## src/rtl/dnn_ctrl_pkg.sv

```systemverilog
// Shared types and sizing helpers for the junction sequencing controllers.
package dnn_ctrl_pkg;

  typedef enum logic [2:0] {
    ST_IDLE  = 3'd0,
    ST_FF    = 3'd1,
    ST_DRAIN = 3'd2,
    ST_BPUP  = 3'd3,
    ST_DONE  = 3'd4
  } sched_state_t;

  // Cycles per sample pass: weights of one junction streamed z at a time.
  function automatic int unsigned cpc_f(input int unsigned p, input int unsigned fo,
                                        input int unsigned z);
    return (p * fo) / z;
  endfunction

  function automatic int unsigned idx_w_f(input int unsigned cpc);
    return (cpc > 1) ? $clog2(cpc) : 1;
  endfunction

  localparam int unsigned DEF_IDX_W = idx_w_f(cpc_f(16, 2, 8));

endpackage

```

## src/rtl/en_delay_line.sv

```systemverilog
// Fixed-depth register chain carrying a strobe and its index alongside a pipelined table.
module en_delay_line #(
  parameter int unsigned depth = 1,
  parameter int unsigned width = 1
) (
  input  logic             clk,
  input  logic             reset,
  input  logic             in_vld,
  input  logic [width-1:0] in_idx,
  output logic             out_vld,
  output logic [width-1:0] out_idx,
  output logic             pending_c
);

  // Stages that will still reach the output after the current cycle.
  localparam logic [depth-1:0] PEND_MASK = {depth{1'b1}} >> 1;

  logic [depth-1:0] vld_q;
  logic [width-1:0] idx_q [depth];

  always_ff @(posedge clk) begin
    if (reset) begin
      vld_q <= '0;
      for (int i = 0; i < int'(depth); i++) idx_q[i] <= '0;
    end else begin
      vld_q[0] <= in_vld;
      idx_q[0] <= in_idx;
      for (int i = 1; i < int'(depth); i++) begin
        vld_q[i] <= vld_q[i-1];
        idx_q[i] <= idx_q[i-1];
      end
    end
  end

  assign out_vld   = vld_q[depth-1];
  assign out_idx   = idx_q[depth-1];
  assign pending_c = |(vld_q & PEND_MASK);

endmodule

```

## src/rtl/junction_scheduler.sv

```systemverilog
// Sequences forward, drain and backprop/update passes for one junction's processor sets.
module junction_scheduler
  import dnn_ctrl_pkg::*;
#(
  parameter int unsigned fo      = 2,
  parameter int unsigned fi      = 4,
  parameter int unsigned p       = 16,
  parameter int unsigned n       = 8,
  parameter int unsigned z       = 8,
  parameter int unsigned sig_lat = 1
) (
  input  logic                                   clk,
  input  logic                                   reset,
  input  logic                                   start,
  input  logic                                   infer,
  input  logic                                   stall,
  output logic                                   busy,
  output logic                                   done,
  output logic                                   ff_en,
  output logic [idx_w_f(cpc_f(p, fo, z))-1:0]    ff_idx,
  output logic                                   act_wr_en,
  output logic [idx_w_f(cpc_f(p, fo, z))-1:0]    act_wr_idx,
  output logic                                   bpup_en,
  output logic [idx_w_f(cpc_f(p, fo, z))-1:0]    bpup_idx
);

  localparam int unsigned CPC   = cpc_f(p, fo, z);
  localparam int unsigned IDX_W = idx_w_f(CPC);
  localparam logic [IDX_W-1:0] LAST_IDX = IDX_W'(CPC - 1);

  if ((p * fo != n * fi) || ((p * fo) % z != 0) || (CPC < 2) || (sig_lat < 1)) begin : g_illegal
    $error("junction_scheduler: illegal geometry (p*fo must equal n*fi, cpc integer >= 2, sig_lat >= 1)");
  end

  sched_state_t     state, state_nx;
  logic [IDX_W-1:0] cnt, cnt_nx;
  logic             infer_q, infer_nx;
  logic [IDX_W-1:0] dly_idx;
  logic             pending_c;

  // Next state, phase counter and the stall-gated issue strobes.
  always_comb begin
    state_nx = state;
    cnt_nx   = cnt;
    infer_nx = infer_q;
    ff_en    = 1'b0;
    bpup_en  = 1'b0;
    case (state)
      ST_IDLE: begin
        if (start) begin
          state_nx = ST_FF;
          cnt_nx   = '0;
          infer_nx = infer;
        end
      end
      ST_FF: begin
        if (!stall) begin
          ff_en = 1'b1;
          if (cnt == LAST_IDX) begin
            state_nx = ST_DRAIN;
            cnt_nx   = '0;
          end else begin
            cnt_nx = cnt + IDX_W'(1);
          end
        end
      end
      ST_DRAIN: begin
        if (!pending_c) state_nx = infer_q ? ST_DONE : ST_BPUP;
      end
      ST_BPUP: begin
        if (!stall) begin
          bpup_en = 1'b1;
          if (cnt == LAST_IDX) begin
            state_nx = ST_DONE;
            cnt_nx   = '0;
          end else begin
            cnt_nx = cnt + IDX_W'(1);
          end
        end
      end
      ST_DONE: state_nx = ST_IDLE;
      default: state_nx = ST_IDLE;
    endcase
  end

  always_ff @(posedge clk) begin
    if (reset) begin
      state   <= ST_IDLE;
      cnt     <= '0;
      infer_q <= 1'b0;
      busy    <= 1'b0;
      done    <= 1'b0;
    end else begin
      state   <= state_nx;
      cnt     <= cnt_nx;
      infer_q <= infer_nx;
      busy    <= (state_nx == ST_FF) || (state_nx == ST_DRAIN) || (state_nx == ST_BPUP);
      done    <= (state_nx == ST_DONE);
    end
  end

  assign ff_idx   = cnt;
  assign bpup_idx = cnt;
  assign dly_idx  = ff_en ? cnt : '0;

  en_delay_line #(
    .depth (sig_lat),
    .width (IDX_W)
  ) u_act_dly (
    .clk       (clk),
    .reset     (reset),
    .in_vld    (ff_en),
    .in_idx    (dly_idx),
    .out_vld   (act_wr_en),
    .out_idx   (act_wr_idx),
    .pending_c (pending_c)
  );

endmodule

```

## config.mk

```make
export PLATFORM = sky130hd
export DESIGN_NAME = junction_scheduler
export DESIGN_NICKNAME = d
export VERILOG_FILES = /design/src/rtl/dnn_ctrl_pkg.sv /design/src/rtl/en_delay_line.sv /design/src/rtl/junction_scheduler.sv
export SDC_FILE = /design/constraint.sdc
export NUM_CORES = 1
export LEC_CHECK = 0
export ABC_AREA = 1
export BUFFER_PORTS_ARGS = -buffer_cell sky130_fd_sc_hd__buf_4
export CAP_MARGIN = 15
export CORE_AREA = 5 5 42 44
export DETAILED_ROUTE_END_ITERATION = 8
export DIE_AREA = 0 0 47 49
export SYNTH_ARGS = -nofsm -noshare
export SYNTH_HDL_FRONTEND = slang
export SYNTH_SLANG_ARGS = --single-unit
```

## constraint.sdc

```tcl
create_clock -name clk -period 1.4 [get_ports clk]
set_input_delay 0.07 -clock clk [delete_from_list [all_inputs] [get_ports clk]]
set_output_delay 0.07 -clock clk [all_outputs]
set_load 0.005 [all_outputs]
```

== Word level (Yosys, flattened, before mapping) ==
Memories as Yosys holds them, arrays and structs flattened.
Cells that the tools add are included.
Word-level totals
  bits in read-only memories: 0
  input port bits: 5
  register bits after elaboration: 9
  latch bits: 0
  memories kept: 1
  memory bits (writable): 2
  word-level logic and storage cells: 46
Memories
  u_act_dly.idx_q: words 1, width 2, read ports 1, clocked after memory_dff 0, wr ports 1, RTL line en_delay_line.sv:19  | logic [width-1:0] idx_q [depth];
Cells by class
  $add $sub $neg: 1
  bitwise operators: 0
  shifts and indexed selects: 0
  reduce and logical (&&, ||, !) cells: 8
  muxes and demuxes: 20
  div/mod/pow operators: 0
  $mul: 0
  magnitude comparators: 0
  eq/ne operators: 10
Operators by type and width (number)
  two-way mux 3 bit: 6
  == test 3 x 2 -> 1 bit, second input constant: 4
  case mux 3 bit (4 select lines): 1
  two-way mux 2 bit: 5
  two-way mux 1 bit: 7
  == test 3 x 1 -> 1 bit, second input constant: 2
  != test 2 bit, second input constant: 2
  case mux 2 bit (2 select lines): 1
  OR reduction 2 bit: 2
  == test 3 bit, second input constant: 1
  zero test 3 bit: 1
  AND reduction 3 bit: 1
  adder 2 x 1 -> 2 bit, second input constant: 1
  == test 2 bit, second input constant: 1
  logical OR 1 bit: 2
  AND reduction 2 bit: 1
  nonzero test 2 bit: 1

== Longest topological paths before layout ==
  depth after elaboration: 7
  mapped depth: 6
  depth with buffers taken out: 6

== Modules after synthesis ==
From an unflattened synthesis, not the netlist that was laid out.
Second synthesis, totals
  cells, all modules: 75
  area, all modules: 549.3 um2
Modules (own cells, without submodules)
  junction_scheduler: cells each 64, area an instance 455.4 um2, sequential area each 160.2 um2, times used 1
  en_delay_line: cells each 11, area an instance 93.8 um2, sequential area each 60.1 um2, times used 1

== Least setup slack after synthesis ==
Ideal clock, no wire load.
  kind: register to register
  from: register cnt[0] (netlist: bpup_idx[0])
  to: register state[0]
  slack: 370 ps
  cell stages (with the launch flop): 7
  required time: 1274 ps
  data arrival time: 904 ps
  setup time: 126 ps
  clock period less this slack: 1030 ps
  path through: dfxtp_1 > ha_1 > nand2_1 > nand2_1 > nand2_1 > nor2_1 > nor2_1
Between the ends
  cells in the longest elaborated chain, start to end: 4
  elaborated cells between the ends (all ways): 6
  those cells by class: eq/ne (1); mux (5)
RTL lines
  from (decl): RTL line junction_scheduler.sv:36  | logic [IDX_W-1:0] cnt, cnt_nx;
  from (signal assigned): RTL line junction_scheduler.sv:95  | cnt <= cnt_nx;
  == test 2 bit (*): RTL line junction_scheduler.sv:59, junction_scheduler.sv:73
  two-way mux 3 bit (on tied branches): RTL line junction_scheduler.sv:73, junction_scheduler.sv:59
  two-way mux 3 bit (on tied branches): RTL line junction_scheduler.sv:71, junction_scheduler.sv:57
  case mux 3 bit (4 select lines) (*): RTL line junction_scheduler.sv:48  | case (state)
  to (signal assigned): RTL line junction_scheduler.sv:94  | state <= state_nx;
  to (decl): RTL line junction_scheduler.sv:35  | sched_state_t state, state_nx;
Mark *: on every way between the ends. The rest lies on a longest branch, timed or not.
A chain may end at the register's enable or synchronous reset.

== Worst setup path after layout ==
  from: register state[0]
  to: output ff_en
Between the ends
  cells in the longest elaborated chain, start to end: 2
RTL lines
  == test 3 x 1 -> 1 bit: RTL line junction_scheduler.sv:48
  two-way mux 1 bit: RTL line junction_scheduler.sv:48
  to (decl): RTL line junction_scheduler.sv:19  | output logic ff_en,
No other way between the ends.

==> impl_metrics.csv <==
group,metric,value,unit
grt,grt.total_usage,10.5,%
synthesis,synth_top_cells_by_area,"dfxtp_1 44%, inv_1 7.5%, nand3_1 7.0%",
synthesis,postSynthAreaPerCell,7.58,um2
synthesis,yosysMostFrequentCell,"dfxtp_1",
clock_network,worstSkewPairLatency,260,ps
synthesis,synthFlopType,"dfxtp_1",
worst_setup_path,crit_path_end_kind,"primary output",
placed_design,post-place-ws,305,ps
worst_setup_path,crit_required,1330,ps
timing,rsz0062_at_grt,"false",
placed_design,dp_hpwl,778,um
worst_setup_path,path_buf_inv,2,
timing,fin_worst_skew,3.28,ps
detailed_routing,dr.pass1.iters,4,
timing,tightestPinTransition,228,ps
clock_network,cts_tree,"built",
pwr,power.switching,149,uW
floorplan,fp.dieArea,0.00230,mm2
synthesis,synth_edf_count,0,
worst_setup_path,cp_common_cell,"nor2_4",
synthesis,synth-seq-cells,11,
final_layout,drive_gt1_share,32.9,%
synthesis,synth_cell_type_count,17,
synthesis,synth_fp_nets,72,
worst_setup_path,cp.arrival,1150,ps
pwr,clock_power_share,33.9,%
clock_network,cts.sinks,11,
final_layout,fin_cells,98,
floorplan,io_pins,16,
placed_design,place_congestion,0.797,
synthesis,synth_seq_area_share,44.0,%
floorplan,core,0.00140,mm2
floorplan,start_util,35.7,%
floorplan,die_h,49,um
detailed_routing,wl_per_cell,9.84,um
worst_setup_path,worst-path-max-fanout,4,
flow_run,drv_cap,0,
detailed_routing,drt_iter0_drc,6,
timing,slew_headroom,84.8,%
detailed_routing,via_per_inst,4.52,
pwr,power.internal,468,uW
detailed_routing,drc_errors,0,
clock_network,post_cts.repair.setup_buffers,0,
outcome,status,"completed",
clock_network,cts_resized,0,
floorplan,die_w,47,um
pwr,power_density,963,mW/mm2
grt,grt_pass1_vias,411,
worst_setup_path,worstPathCellList,"inv_2 -> nor2_4 -> nand2_4 -> nor2_4 -> buf_4",
grt,grt_max_degree,10,
pwr,leakagePower,0.305,nW
timing,slew_viol_final,0,
synthesis,synthCells,66,
timing,setup-tns-final,0,ps
floorplan,placementRows,14,
synthesis,synthArstFlopShare,0,%
worst_setup_path,cp_slowest_cell,"dfxtp_1",
clock_network,path_clk_slew,70,ps
detailed_routing,wl,964,um
detailed_routing,via_count,443,
timing,hold_viol_final,0,
clock_network,cts_hold_buffers,0,
placed_design,port_buffers,15,
worst_setup_path,cpLargestDelayFamily,"flip-flops",
final_layout,fill_cells,153,
synthesis,synth_warnings,0,
detailed_routing,ant_nets,0,
worst_setup_path,max_stage_delay,410,ps
timing,fmax,819,MHz
timing,setup_slack,179,ps
worst_hold_path,hp-class,"input port to flop",
timing,setup_viol,0,
timing,fin_crit,1220,ps
worst_setup_path,worstSetupStartpointType,"flop",
grt,grt_overflow_total,0,
pwr,power_frac_comb,12.4,%
final_layout,layout.nets,89,
synthesis,syn_area,500,um2
synthesis,yosys.area.top_type,"dfxtp_1",
pwr,ir_worst_vdd,574,uV
pwr,p_seq_share,53.7,%
timing,whs,33.6,ps
clock_network,root_buffer,"clkbuf_4",
timing,period_share,87.2,%
final_layout,syn_to_final_growth,28.0,%
grt,grt_pass1_wl,1690,um
synthesis,synthTopCellsByCount,"11 x dfxtp_1, 10 x inv_1, 9 x nor2_1",
worst_setup_path,crit_type,"flop to primary output",
placed_design,placed_cells,94,
synthesis,yosysTopAreaCellShare,44.0,%
clock_network,clock_path_buffers,2,
clock_network,htree_levels,1,
final_layout,diodes,0,
grt,antenna_found_initial,0,
clock_network,cts_buffers,3,
pwr,p_sw_share,24.1,%
[worst paths after layout]
path | start | endpoint | slack, ps | depth (start not counted)
max | state[0] | ff_en | 180 | 5
min | reset | bpup_idx[1] | 30 | 2
max reg2reg | bpup_idx[1] | state[0] | 290 | 6
min reg2reg | infer_q | infer_q | 490 | 2
[layer usage]
layer | up-vias | track usage (%) | share of wire, %
li1 | 238 | - | -
met1 | 188 | 12.4 | 45
met2 | 13 | 14.3 | 42
met3 | 4 | 3.32 | 8.6
met4 | 0 | 9.68 | 3.8
met5 | - | 0 | 0
[power by group through the flow]
stage          Combinational [mW]  Clock (mW)  Sequential [mW]
2_1_floorplan              0.0480           0            0.338
3_3_place_gp               0.0776           0            0.338
3_5_place_dp               0.0777           0            0.339
4_1_cts                    0.0781       0.222            0.331
5_1_grt                    0.0872       0.246            0.333
6_report                   0.0763       0.209            0.331
[worst reg2reg max path, stage by stage, from the launching register on]
cell     delay (ps)
dfxtp_1         400
ha_1            190
nand2_1         100
nand2_1          80
nand2_1          70
nor2_1          130
nor2_1           40
[cell families after synthesis]
family | synth area share (%)
adders and majority gates | 2.50
AOI/OAI and AO/OA | 5.00
and+or+nand+nor | 36.5
DFF | 44.0
buffers and inverters | 12.0
[state kept, by name, indices dropped and copies added (netlist names)]
name	count
bpup_idx	2
busy	1
done	1
infer_q	1
state	3
u_act_dly.idx_q	2
u_act_dly.out_vld	1
[cell usage in the layout (no fill, tap or decap)]
| cell | instances |
|---|---|
| nor2_4 | 2 |
| inv_1 | 10 |
| nor2_2 | 3 |
| nand4_1 | 1 |
| nand2_4 | 1 |
| nand3_1 | 7 |
| a21oi_1 | 5 |
| ha_1 | 1 |
| buf_4 | 15 |
| nor3_1 | 1 |
| dfxtp_1 | 11 |
| nor2_1 | 9 |
| clkbuf_1 | 1 |
| nand2_1 | 8 |
| clkbuf_4 | 3 |
| nand2_2 | 2 |
| nand3b_1 | 1 |
| inv_2 | 1 |
[layout make-up]
type                            count  area (um2)  share of cell area (%)
Clock buffer                        4        26.3                    4.10
Inverter                           11        41.3                    6.45
Multi-Input combinational cell     41         220                    34.4
Sequential cell                    11         220                    34.4
Tap cell                           16        20.0                    3.13
Timing Repair Buffer               15         113                    17.6
[per-stage QoR]
| stage | area, um2 | total power [mW] | util (%) |
|---|---|---|---|
| after floorplan | 500 | 0.386 | - |
| after global placement | 614 | 0.416 | 43.8 |
| after detailed placement | 614 | 0.416 | 43.8 |
| after CTS | 641 | 0.631 | 45.7 |
| after global routing | 641 | 0.666 | 45.7 |
| final | 641 | 0.617 | 45.7 |
(Power assumes the default switching activity.)
